===== config.mk =====
export PLATFORM = sky130hd
export DESIGN_NAME = jk_bank_arbiter
export DESIGN_NICKNAME = d
export VERILOG_FILES = /design/src/rtl/jk_bank_arbiter.sv
export SDC_FILE = /design/constraint.sdc
export NUM_CORES = 1
export LEC_CHECK = 0
export ABC_AREA = 1
export BUFFER_PORTS_ARGS = -buffer_cell sky130_fd_sc_hd__buf_4
export CAP_MARGIN = 20
export CORE_MARGIN = 2
export CORE_UTILIZATION = 45
export CTS_CLUSTER_DIAMETER = 60
export DETAILED_ROUTE_END_ITERATION = 16
export PLACE_DENSITY = 0.84
export SLEW_MARGIN = 40
export SYNTH_ARGS = -nofsm -noshare
export SYNTH_HDL_FRONTEND = slang
export SYNTH_SLANG_ARGS = --single-unit

===== constraint.sdc =====
create_clock -name clk -period 2.7 [get_ports clk]
set_input_delay 0.54 -clock clk [delete_from_list [all_inputs] [get_ports clk]]
set_output_delay 0.54 -clock clk [all_outputs]
set_load 0.005 [all_outputs]

===== src/rtl/jk_bank_arbiter.sv =====
// Round-robin arbiter that gives NREQ requesters turns at one shared WIDTH-bit JK register bank.
// Optional macro JKARB_LOCK_EN lets a locking winner chain up to LOCK_MAX back-to-back operations.
module jk_bank_arbiter #(
    parameter int NREQ     = 4,
    parameter int WIDTH    = 8,
    parameter int LOCK_MAX = 4
) (
    input  logic                  clk,
    input  logic                  reset,
    input  logic [NREQ-1:0]       req,
    input  logic [NREQ*WIDTH-1:0] op_j,
    input  logic [NREQ*WIDTH-1:0] op_k,
    input  logic [NREQ-1:0]       lock,
    output logic [NREQ-1:0]       gnt,
    output logic [NREQ-1:0]       done,
    output logic [WIDTH-1:0]      q,
    output logic                  busy
);

    localparam int IDXW = (NREQ > 1) ? $clog2(NREQ) : 1;

    typedef enum logic [1:0] {
        IDLE,
        APPLY,
        RESP
    } state_t;

    state_t            state_q;
    logic [IDXW-1:0]   last_q;
    logic [IDXW-1:0]   winner_q;
    logic [WIDTH-1:0]  j_lat_q;
    logic [WIDTH-1:0]  k_lat_q;
    logic [WIDTH-1:0]  q_q;
    logic [NREQ-1:0]   gnt_q;
    logic [NREQ-1:0]   done_q;
    logic              busy_q;

    logic [IDXW-1:0]   pick_d;
    logic              pick_vld_d;
    logic [WIDTH-1:0]  q_d;

`ifdef JKARB_LOCK_EN
    localparam int LCW = $clog2(LOCK_MAX + 1);
    logic [LCW-1:0] lock_cnt_q;
    logic           chain_d;

    assign chain_d = lock[winner_q] && req[winner_q] && (int'(lock_cnt_q) < LOCK_MAX - 1);
`else
    logic unused_lock;
    assign unused_lock = ^lock;
`endif

    // Search starts just past the previous winner and wraps, so the first hit is the fair choice.
    always_comb begin
        pick_d     = last_q;
        pick_vld_d = 1'b0;
        for (int off = 1; off <= NREQ; off++) begin
            if (!pick_vld_d && req[(int'(last_q) + off) % NREQ]) begin
                pick_vld_d = 1'b1;
                pick_d     = IDXW'((int'(last_q) + off) % NREQ);
            end
        end
    end

    // Per bit: J sets a clear bit, a set bit survives unless K; J&K therefore toggles.
    assign q_d = (j_lat_q & ~q_q) | (~k_lat_q & q_q);

    always_ff @(posedge clk or negedge reset) begin
        if (!reset) begin
            // NOTE: the bank and the latched command are reset with the control state so an aborted op leaves nothing behind.
            state_q  <= IDLE;
            last_q   <= IDXW'(NREQ - 1);
            winner_q <= '0;
            j_lat_q  <= '0;
            k_lat_q  <= '0;
            q_q      <= '0;
            gnt_q    <= '0;
            done_q   <= '0;
            busy_q   <= 1'b0;
`ifdef JKARB_LOCK_EN
            lock_cnt_q <= '0;
`endif
        end else begin
            case (state_q)
                IDLE: begin
                    done_q <= '0;
                    if (pick_vld_d) begin
                        winner_q <= pick_d;
                        j_lat_q  <= op_j[int'(pick_d)*WIDTH +: WIDTH];
                        k_lat_q  <= op_k[int'(pick_d)*WIDTH +: WIDTH];
                        gnt_q    <= NREQ'(1) << pick_d;
                        busy_q   <= 1'b1;
                        state_q  <= APPLY;
                    end else begin
                        gnt_q  <= '0;
                        busy_q <= 1'b0;
                    end
                end
                APPLY: begin
                    q_q     <= q_d;
                    done_q  <= NREQ'(1) << winner_q;
                    state_q <= RESP;
                end
                RESP: begin
                    done_q <= '0;
                    last_q <= winner_q;
`ifdef JKARB_LOCK_EN
                    if (chain_d) begin
                        j_lat_q    <= op_j[int'(winner_q)*WIDTH +: WIDTH];
                        k_lat_q    <= op_k[int'(winner_q)*WIDTH +: WIDTH];
                        lock_cnt_q <= lock_cnt_q + LCW'(1);
                        state_q    <= APPLY;
                    end else begin
                        lock_cnt_q <= '0;
                        gnt_q      <= '0;
                        busy_q     <= 1'b0;
                        state_q    <= IDLE;
                    end
`else
                    gnt_q   <= '0;
                    busy_q  <= 1'b0;
                    state_q <= IDLE;
`endif
                end
                default: begin
                    state_q <= IDLE;
                end
            endcase
        end
    end

    assign gnt  = gnt_q;
    assign done = done_q;
    assign q    = q_q;
    assign busy = busy_q;

endmodule


==> results of run 1 <==
==> metal layers <==
metal	vias to the layer above	share of wire	global-route usage
met5	-	0	0
met4	0	0.0087	0.0561
met3	7	0.058	0.0356
met2	87	0.49	0.352
met1	1244	0.44	0.327
li1	1310	-	-
==> metrics by stage <==
stage               setup slack, ps   util  instances  cell area [sq um]  hold WS [ps]
floorplan                       849      -        342               2480           244
global placement                422  0.576        483               3110           461
detailed placement              305  0.576        483               3110           466
CTS                             273  0.592        491               3200           221
global route                    158  0.593        491               3200           237
finish                          358  0.593        491               3200           205
==> repair_timing <==
action                                 in CTS  in global routing
setup endpoints to repair                   0                  1
endpoints found under the hold margin       0                  0
resized for setup                           0                  1
==> flip-flops by register name, summed over array words and instances, names as in the netlist <==
register,count
last_q,2
busy,1
q,8
state_q,2
k_lat_q,8
j_lat_q,8
winner_q,2
gnt,4
done,4
==> synthesized netlist by cell type <==
| library cell | number | area share |
|---|---|---|
| inv_2 | 4 | 0.0061 |
| buf_2 | 10 | 0.020 |
| nand3_1 | 125 | 0.25 |
| buf_6 | 1 | 0.0045 |
| a21oi_1 | 3 | 0.0061 |
| o21bai_1 | 1 | 0.0030 |
| inv_1 | 16 | 0.024 |
| nand3_4 | 1 | 0.0071 |
| nand2_1 | 97 | 0.15 |
| buf_4 | 9 | 0.027 |
| nor2_8 | 1 | 0.0081 |
| nand3_2 | 4 | 0.016 |
| o21ai_0 | 4 | 0.0081 |
| nand2_4 | 2 | 0.0091 |
| clkbuf_1 | 2 | 0.0030 |
| dfrtp_1 | 37 | 0.37 |
| dfstp_2 | 2 | 0.021 |
| o21ai_1 | 1 | 0.0020 |
| nand2_2 | 6 | 0.015 |
| nor2_1 | 2 | 0.0030 |
| nand4_1 | 1 | 0.0025 |
| a21oi_2 | 1 | 0.0035 |
| o31ai_1 | 12 | 0.036 |
==> cell families (layout without fill, tap and decap cells) <==
logic type / after synthesis / in the layout / share of synthesized area
AOI/OAI and AO/OA: 22 / 22 / 0.0591
buffers and inverters: 42 / 119 / 0.0854
DFF: 39 / 39 / 0.395
and+or+nand+nor: 239 / 239 / 0.461
==> path summary, 6_finish.rpt <==
check | end | depth (start not counted)
min in group clk | j_lat_q[3] | 2
hold / removal | q[2] | 1
setup reg to reg | j_lat_q[2] | 13
setup / recovery | j_lat_q[2] | 13
hold reg to reg | j_lat_q[3] | 2
max in group asynchronous | last_q[0] | 1
==> area by class of cell <==
| class | instances | area (sq um) | share of cell area |
|---|---|---|---|
| clock inverters | 3 | 15.0 | 0.00469 |
| clock buffers | 5 | 68.8 | 0.0215 |
| flip-flops and latches | 39 | 978 | 0.305 |
| multi-input cells | 261 | 1290 | 0.404 |
| well taps | 72 | 90.1 | 0.0281 |
| repair buffers | 91 | 683 | 0.213 |
| inverters | 20 | 75.1 | 0.0234 |
==> worst max-delay path, stage by stage (launching register included) <==
cell and delay [ps]:
dfstp_2 680, inv_2 150, nand2_1 80, nand2_1 90, nand2_2 130, nand2_4 110, inv_2 80, nand3_4 100
nand2_2 70, buf_4 320, nand3_1 120, nand3_1 140, nand3_1 100, nand2_1 90
==> power by group through the flow <==
stage | Clock [mW] | Combinational [mW] | Sequential [mW]
2_1_floorplan | 0 | 2.55 | 1.04
3_3_place_gp | 0 | 3.03 | 1.11
3_5_place_dp | 0 | 3.13 | 1.13
4_1_cts | 0.381 | 3.14 | 1.12
5_1_grt | 0.415 | 3.58 | 1.16
6_report | 0.376 | 3.18 | 1.12
==> layout by cell type (no fill, tap or decap) <==
| cell type | instances |
|---|---|
| nand3_2 | 4 |
| o31ai_1 | 12 |
| o21bai_1 | 1 |
| o21ai_0 | 4 |
| nand2_1 | 97 |
| nand4_1 | 1 |
| buf_4 | 91 |
| clkinv_2 | 3 |
| nand2_2 | 5 |
| o21ai_1 | 1 |
| inv_1 | 16 |
| inv_2 | 4 |
| nand3_1 | 125 |
| nand2_4 | 3 |
| a21oi_2 | 1 |
| dfstp_2 | 2 |
| nand3_4 | 1 |
| a21oi_1 | 3 |
| clkbuf_8 | 5 |
| nor2_1 | 2 |
| dfrtp_1 | 37 |
| nor2_8 | 1 |
==> impl_results.md, run 1 <==
- Status: complete, no violations
- Clock sink count: 39
- Post-CTS Hold Buffers: 0
- HP Class: input pin to asynchronous set/reset pin
- Pin count of the biggest net entering global routing: 40
- Static leakage: 1.69 nW
- CP Max Fanout: 33
- Chip width: 78.2 microns
- Switch share: 0.538
- Post-DP HPWL: 4.87 mm
- First-pass GRT wire length: 11.0 mm
- Flops & latches, synth: 39
- WL final: 6.79 mm
- Setup_tns: 0 ps
- Int Pwr: 2.16 mW
- Postcts setup bufs: 0
- Vias/cell: 5.39
- Core area: 0.00541 sq mm
- Detailed Route Iter0 Violations: 196
- Setup CP Type: flop to flop
- Port bufs: 86
- Mapped cell area: 0.00248 sq mm
- Fmax: 427 MHz
- Clk pin slew, worst setup/hold paths: 80 ps
- Die Ht: 78.2 microns
- Max-Cap Viols: 0
- Worst slew pin tran: 479 ps
- Fin crit share: 0.867
- Tot GR Track Use: 0.225
- Startpoint class of the critical path: flop
- R2R Setup Slk: 360 ps
- Endpoints failing hold: 0
- Number of diodes: 0
- Seq/Total Area, Yosys: 0.395
- Post-route DRC: 0
- CTS tree: built
- Root buffer cell: clkbuf_8
- Clk_lat worst skew: 290 ps
- CP endpoint kind: flop
- Area delta synth->final: 29.3%
- Syn Inst Count: 342
- GPL Wtd Cong: 0.864
- Post-Synthesis Mean Instance Area: 7.24 sq um
- Cell Pwr Density: 1460 mW/mm^2
- Fill cell count: 499
- Overflow after GRT: 0
- Minimum clock period: 2340 ps
- Clock share of power: 0.080
- Switching power: 2.52 mW
- Final Slew Violations: 0
- Setup Skew: 10.4 ps
- Vias in the first global route: 2,331
- Initial Util: 0.458
- Register share of total power: 0.240
- Combinational power share: 0.680
- Power, Total: 4.67 mW
- Die area: 0.00611 sq mm
- CTS H-tree lvls: 2
- Clock Path Buffers: 2
- Ys Warns: 0
- Worst EP arrival: 2560 ps
- CP Data Required Time: 2920 ps
- CP startpoint: last_q[0]
- RSZ-0062 raised after global routing: false
- Antenna Nets Post-Route: 0
- DR WL/cell: 13.8 microns
- Pre-antenna DRT Iters: 4
- Netlist cell types: 23
- Worst IR drop on VDD: 1020 uV
- Final setup viols: 0
- IO Count: 91
- Rows: 27
- Share of post-route cells with drive strength above 1: 0.286
- Routed vias: 2,648
- R2R Path Start: last_q[0]
- Nets: 492
- TritonCTS Buffers: 5
- Slew HR: 0.680
- Syn nets: 416
- Initial antenna violation count: 0
Power figures use the tool's default switching activity.
==> inputs of run 2 (changes only) <==
CELL_PAD_IN_SITES_DETAIL_PLACEMENT = 0   (was default)
CELL_PAD_IN_SITES_GLOBAL_PLACEMENT = 1   (was default)
CORE_UTILIZATION = 34   (was 45)
PLACE_DENSITY = 0.89   (was 0.84)
==> impl_results.md, run 2 (same netlist as run 1, synthesis figures left out) <==
- Initial Util: 0.347 (-0.111)
- IO Count: 91 (unchanged)
- Cell Pwr Density: 1450 mW/mm^2 (-0.49%)
- Setup_tns: 0 ps (unchanged)
- Share of post-route cells with drive strength above 1: 0.283 (-0.00306)
- Slew HR: 0.669 (-0.0111)
- R2R Setup Slk: 420 ps (+60 ps)
- Overflow after GRT: 0 (unchanged)
- CP endpoint kind: flop
- Post-DP HPWL: 5.12 mm (+5.0%)
- Die Ht: 89.4 microns (+14%)
- GR Util met3: 0.0249 (-0.0107)
- Final Slew Violations: 0 (unchanged)
- RSZ-0062 raised after global routing: false
- Nets: 493 (+0.20%)
- Postcts setup bufs: 0 (unchanged)
- Final setup viols: 0 (unchanged)
- Number of diodes: 0 (unchanged)
- Area delta synth->final: 31.2%
- Commonest non-fill, non-tap cell in the layout: nand3_1
- Core area: 0.00714 sq mm (+32%)
- CTS tree: built
- Vias/cell: 4.96 (-8.0%)
- Critical path, cell by cell: inv_2 -> nand2_1 -> nand2_1 -> nand2_2 -> nand2_4 -> inv_2 -> nand3_4 -> nand2_2 -> buf_4 -> nand3_1 -> nand3_1 -> nand3_1 -> nand2_1
- Rows: 31 (+15%)
- Clk pin slew, worst setup/hold paths: 70 ps (about the same)
- Routed vias: 2,575 (-2.8%)
- Fmax: 438 MHz (+2.6%)
- GR peak layer: met2
- R2R Path Start: last_q[0]
- Reg-to-reg endpoint: j_lat_q[2]
- Max-Cap Viols: 0 (unchanged)
- Detailed Route Iter0 Violations: 158 (-19%)
- Pin count of the biggest net entering global routing: 40 (unchanged)
- Port bufs: 86 (unchanged)
- Pre-antenna DRT Iters: 4 (unchanged)
- Slowest cell on the critical path: dfstp_2
- Vias in the first global route: 2,362 (+1.3%)
- CTS H-tree lvls: 2 (unchanged)
- HP Class: input pin to asynchronous set/reset pin
- Root buffer cell: clkbuf_8
- Die area: 0.00799 sq mm (+31%)
- Worst IR drop on VDD: 1030 uV (+0.87%)
- GPL Wtd Cong: 0.799 (-7.6%)
- Fin crit share: 0.845 (-0.0219)
- Post-route DRC: 0 (unchanged)
- Design area: 0.00325 sq mm (+1.4%)
- Most frequent cells in the layout: nand3_1 (125), nand2_1 (97), buf_4 (91)
- TritonCTS Buffers: 5 (unchanged)
- Fill cell count: 766 (+54%)
- Static leakage: 1.69 nW (+0.14%)
- Worst slew pin tran: 495 ps (+16.2 ps)
- Slowest stage delay, CP: 680 ps (about the same)
- Setup CP Type: flop to flop
- Worst EP arrival: 2510 ps (-50 ps)
- Antenna Nets Post-Route: 0 (unchanged)
- CP Max Fanout: 33 (unchanged)
- Chip width: 89.4 microns (+14%)
- Endpoints failing hold: 0 (unchanged)
- Met1 Use GR: 0.261 (-0.0657)
- WL final: 7.10 mm (+4.5%)
- DR WL/cell: 13.7 microns (-1.1%)
- CP Data Required Time: 2930 ps (about the same)
- Initial antenna violation count: 0 (unchanged)
- First-pass GRT wire length: 11.1 mm (+0.87%)
- Startpoint class of the critical path: flop
- Area post-placement: 0.00317 sq mm (+1.7%)
- GR Util met2: 0.272 (-0.0797)
- Clock Path Buffers: 2 (unchanged)
- Post-CTS Hold Buffers: 0 (unchanged)
- Minimum clock period: 2280 ps (-59.2 ps)
- Clk_lat worst skew: 290 ps (about the same)
- Status: complete, no violations
- Clock sink count: 39 (unchanged)
- Tot GR Track Use: 0.178 (-0.0468)
- Setup Skew: 4.64 ps (-5.78 ps)
- Worst reg2reg path depth: 13 (unchanged)
- Final core occ: 0.455 (-0.137)
- Min Hold Slack: 212 ps (+7.76 ps)
- CTS resizes: 0 (unchanged)
==> run 2: changes by cell type in the layout (fill, tap and decap cells not counted), sizes merged <==
cell,delta
buf,+1
clkbuf,+2
clkinv,-2
==> run 2: cell type report <==
cell class	instances	area (sq um)	area share
well taps	99	124	0.0381
repair buffers	92	703	0.216
flip-flops and latches	39	978	0.301
clock buffers	7	76.3	0.0235
clock inverters	1	5.00	0.00154
inverters	20	75.1	0.0231
multi-input cells	261	1290	0.396
==> run 2: worst max path at each step <==
stage	slack (ps)	to	cells after the start	from
6_report	420	j_lat_q[2]	13	last_q[0]
5_1_grt	190	j_lat_q[2]	13	last_q[0]
4_1_cts	430	j_lat_q[3]	11	last_q[0]
3_5_place_dp	450	j_lat_q[3]	11	last_q[0]
3_3_place_gp	460	j_lat_q[3]	11	last_q[0]
2_1_floorplan	850	j_lat_q[2]	13	last_q[1]
==> run 2: worst max-delay path, delay by kind of cell, from the launching register on <==
| family | cells | cell delay, ps |
|---|---|---|
| buffers and inverters | 3 | 530 |
| DFF | 1 | 680 |
| and+or+nand+nor | 10 | 1000 |
==> run 2: power breakdown <==
part | internal [mW] | total [mW] | leakage (nW) | switching [mW]
combinational | 1.15 | 3.22 | 1.17 | 2.07
sequential | 0.893 | 1.12 | 0.481 | 0.231
clock | 0.181 | 0.374 | 0.0422 | 0.193
total | 2.22 | 4.72 | 1.69 | 2.50
==> run 2: per-layer routing <==
metal,vias to the layer above,wire [microns]
met5,-,0
met4,0,95
met3,8,265
met2,67,3270
met1,1186,3460
li1,1314,-
==> run 2: stage by stage <==
step                      total power [mW]  instances  setup WS (ps)
after floorplan                       3.59        342            849
after global placement                4.29        511            457
after detailed placement              4.37        511            446
after CTS                             4.74        519            432
after global routing                  5.22        519            189
final                                 4.72        519            417
==> inputs of run 3 (changes only) <==
CORE_UTILIZATION = 31   (was 34)
PLACE_DENSITY = 0.86   (was 0.89)
clock period = 2 ns   (was 2.7 ns; I/O delays follow)
==> impl_results.md, run 3 (same netlist as run 1, synthesis figures left out) <==
- GPL Wtd Cong: 0.813 (+1.8%)
- Worst reg2reg path depth: 13 (unchanged)
- Switch share: 0.492 (-0.0371)
- Worst slew pin tran: 472 ps (-23.3 ps)
- Setup Skew: 6.02 ps (+1.38 ps)
- Reg-to-reg endpoint: k_lat_q[4]
- Share of post-route cells with drive strength above 1: 0.358 (+0.0746)
- Clock Path Buffers: 2 (unchanged)
- Rows: 32 (+3.2%)
- Tot GR Track Use: 0.165 (-0.0135)
- Post-route DRC: 0 (unchanged)
- Clock sink count: 39 (unchanged)
- TritonCTS Buffers: 5 (unchanged)
- IO Count: 91 (unchanged)
- Clk_lat worst skew: 290 ps (about the same)
- FF+latch area: 978 sq um (unchanged)
- Die Ht: 93.4 microns (+4.5%)
- Routed vias: 2,647 (+2.8%)
- CTS H-tree lvls: 2 (unchanged)
- Detailed Route Iter0 Violations: 154 (-2.5%)
- Final setup viols: 0 (unchanged)
- Design area: 0.00366 sq mm (+13%)
- Fin crit share: 0.988 (+0.143)
- Cell Pwr Density: 2170 mW/mm^2 (+49%)
- Initial Util: 0.321 (-0.0265)
- Static leakage: 1.86 nW (+9.7%)
- CP endpoint kind: flop
- Post-CTS Hold Buffers: 0 (unchanged)
- Startpoint class of the critical path: flop
- Nets: 506 (+2.6%)
- Post-DP HPWL: 5.43 mm (+6.0%)
- RSZ-0062 raised after global routing: true
- HP Class: input pin to asynchronous set/reset pin
- Area delta synth->final: 47.7%
- Min Hold Slack: 63.0 ps (-149 ps)
- Fill cell count: 770 (+0.52%)
- Minimum clock period: 1980 ps (-307 ps)
- Number of diodes: 0 (unchanged)
- Setup CP Type: flop to flop
- Antenna Nets Post-Route: 0 (unchanged)
- Area of the multi-input gates: 0.00145 sq mm (+13%)
- Clk pin slew, worst setup/hold paths: 80 ps (about the same)
- Core area: 0.00773 sq mm (+8.3%)
- Vias/cell: 4.95 (-0.28%)
- Die area: 0.00872 sq mm (+9.2%)
- Area post-placement: 0.00329 sq mm (+4.0%)
- Switching power: 3.90 mW (+56%)
- CP Data Required Time: 2180 ps (-750 ps)
- Vias in the first global route: 2,309 (-2.2%)
- Slew HR: 0.685 (+0.0159)
- Endpoints failing hold: 0 (unchanged)
- Combinational power share: 0.715 (+0.033)
- Root buffer cell: clkbuf_8
- Max-Cap Viols: 0 (unchanged)
- Port bufs: 86 (unchanged)
- R2R Setup Slk: 20 ps (-390 ps)
- WL final: 7.46 mm (+5.1%)
- Register share of total power: 0.189 (-0.049)
- Status: complete, no violations
- Commonest non-fill, non-tap cell in the layout: nand3_1
- Chip width: 93.4 microns (+4.5%)
- Fmax: 506 MHz (+16%)
- Worst IR drop on VDD: 1030 uV (-0.35%)
- CP Max Fanout: 16 (-52%)
- Initial antenna violation count: 0 (unchanged)
- R2R Path Start: last_q[0]
- Overflow after GRT: 0 (unchanged)
- Pin count of the biggest net entering global routing: 40 (unchanged)
- Worst EP arrival: 2150 ps (-360 ps)
- Clock share of power: 0.096 (+0.017)
- Final Slew Violations: 0 (unchanged)
- First-pass GRT wire length: 11.3 mm (+1.1%)
- Pre-antenna DRT Iters: 4 (unchanged)
- CTS tree: built
- DR WL/cell: 13.9 microns (+1.9%)
- Int Pwr: 4.04 mW (+82%)
- Most frequent cells in the layout: nand3_1 (118), buf_4 (95), nand2_1 (86)
-- run 3: cell types whose count changed in the layout (fill, tap and decap cells not counted), moves of 3 or more --
| cell | previous run | this run |
|---|---|---|
| nand2_8 | 0 | 3 |
| nand2_1 | 97 | 86 |
| nand3_1 | 125 | 118 |
| buf_12 | 1 | 6 |
| inv_2 | 4 | 0 |
| buf_4 | 91 | 95 |
| inv_4 | 0 | 4 |
| nand3_2 | 4 | 10 |
| nand2_4 | 2 | 6 |
| nand2_2 | 6 | 11 |
-- run 3: area by class of cell --
class / instances / area share
clock inverters: 3 / 0.0185
flip-flops and latches: 39 / 0.267
inverters: 20 / 0.0233
clock buffers: 5 / 0.0188
repair buffers: 104 / 0.241
well taps: 102 / 0.0349
multi-input cells: 262 / 0.396
-- run 3: how the worst max path moves through the flow --
stage | from | depth (start not counted) | endpoint | slack [ps]
detailed placement | last_q[0] | 12 | k_lat_q[1] | -9
global placement | last_q[0] | 12 | k_lat_q[1] | 40
CTS | last_q[0] | 12 | j_lat_q[3] | 9
global route | last_q[0] | 13 | k_lat_q[2] | -80
floorplan | last_q[1] | 13 | j_lat_q[2] | 150
finish | last_q[0] | 13 | k_lat_q[4] | 20
-- run 3: worst max-delay path, cell delays in order, from the launching register on --
cell	delay [ps]
dfstp_2	600
buf_12	130
nand2_1	60
nand2_2	120
nand2_4	100
nand2_8	110
inv_4	40
nand3_4	100
nand2_4	90
clkbuf_16	190
nand3_1	70
nand3_1	70
nand3_1	120
nand2_1	60
-- run 3: metal layers --
metal,GRT usage,wire [microns],vias up,part of all wire
li1,-,-,1347,-
met1,0.251,3470,1208,0.47
met2,0.245,3470,86,0.47
met3,0.0242,428,6,0.057
met4,0.0392,84,0,0.011
met5,0,0,-,0
-- run 3: power by group through the flow --
stage | clock (mW) | sequential (mW) | combinational, mW
6_report | 0.765 | 1.50 | 5.68
3_5_place_dp | 0 | 1.51 | 4.82
2_1_floorplan | 0 | 1.40 | 3.44
4_1_cts | 0.782 | 1.49 | 4.93
3_3_place_gp | 0 | 1.49 | 4.72
5_1_grt | 0.832 | 1.55 | 6.32
-- run 3: what timing repair did --
| item | 4_1_cts | 5_1_grt |
|---|---|---|
| pin swaps | 1 | 9 |
| gates cloned | 0 | 2 |
| setup buffers | 1 | 2 |
| setup endpoints to repair | 4 | 22 |
| resized for setup | 1 | 39 |
-- run 3: metrics by stage --
step	setup slack [ps]	TNS (ps)	utilization	total power [mW]	instances
floorplan	149	0	-	4.84	342
global placement	37.1	0	0.426	6.22	522
detailed placement	-9.14	-19.0	0.426	6.33	522
CTS	9.16	0	0.446	7.21	531
global route	-84.9	-1260	0.473	8.70	535
finish	24.1	0	0.473	7.94	535
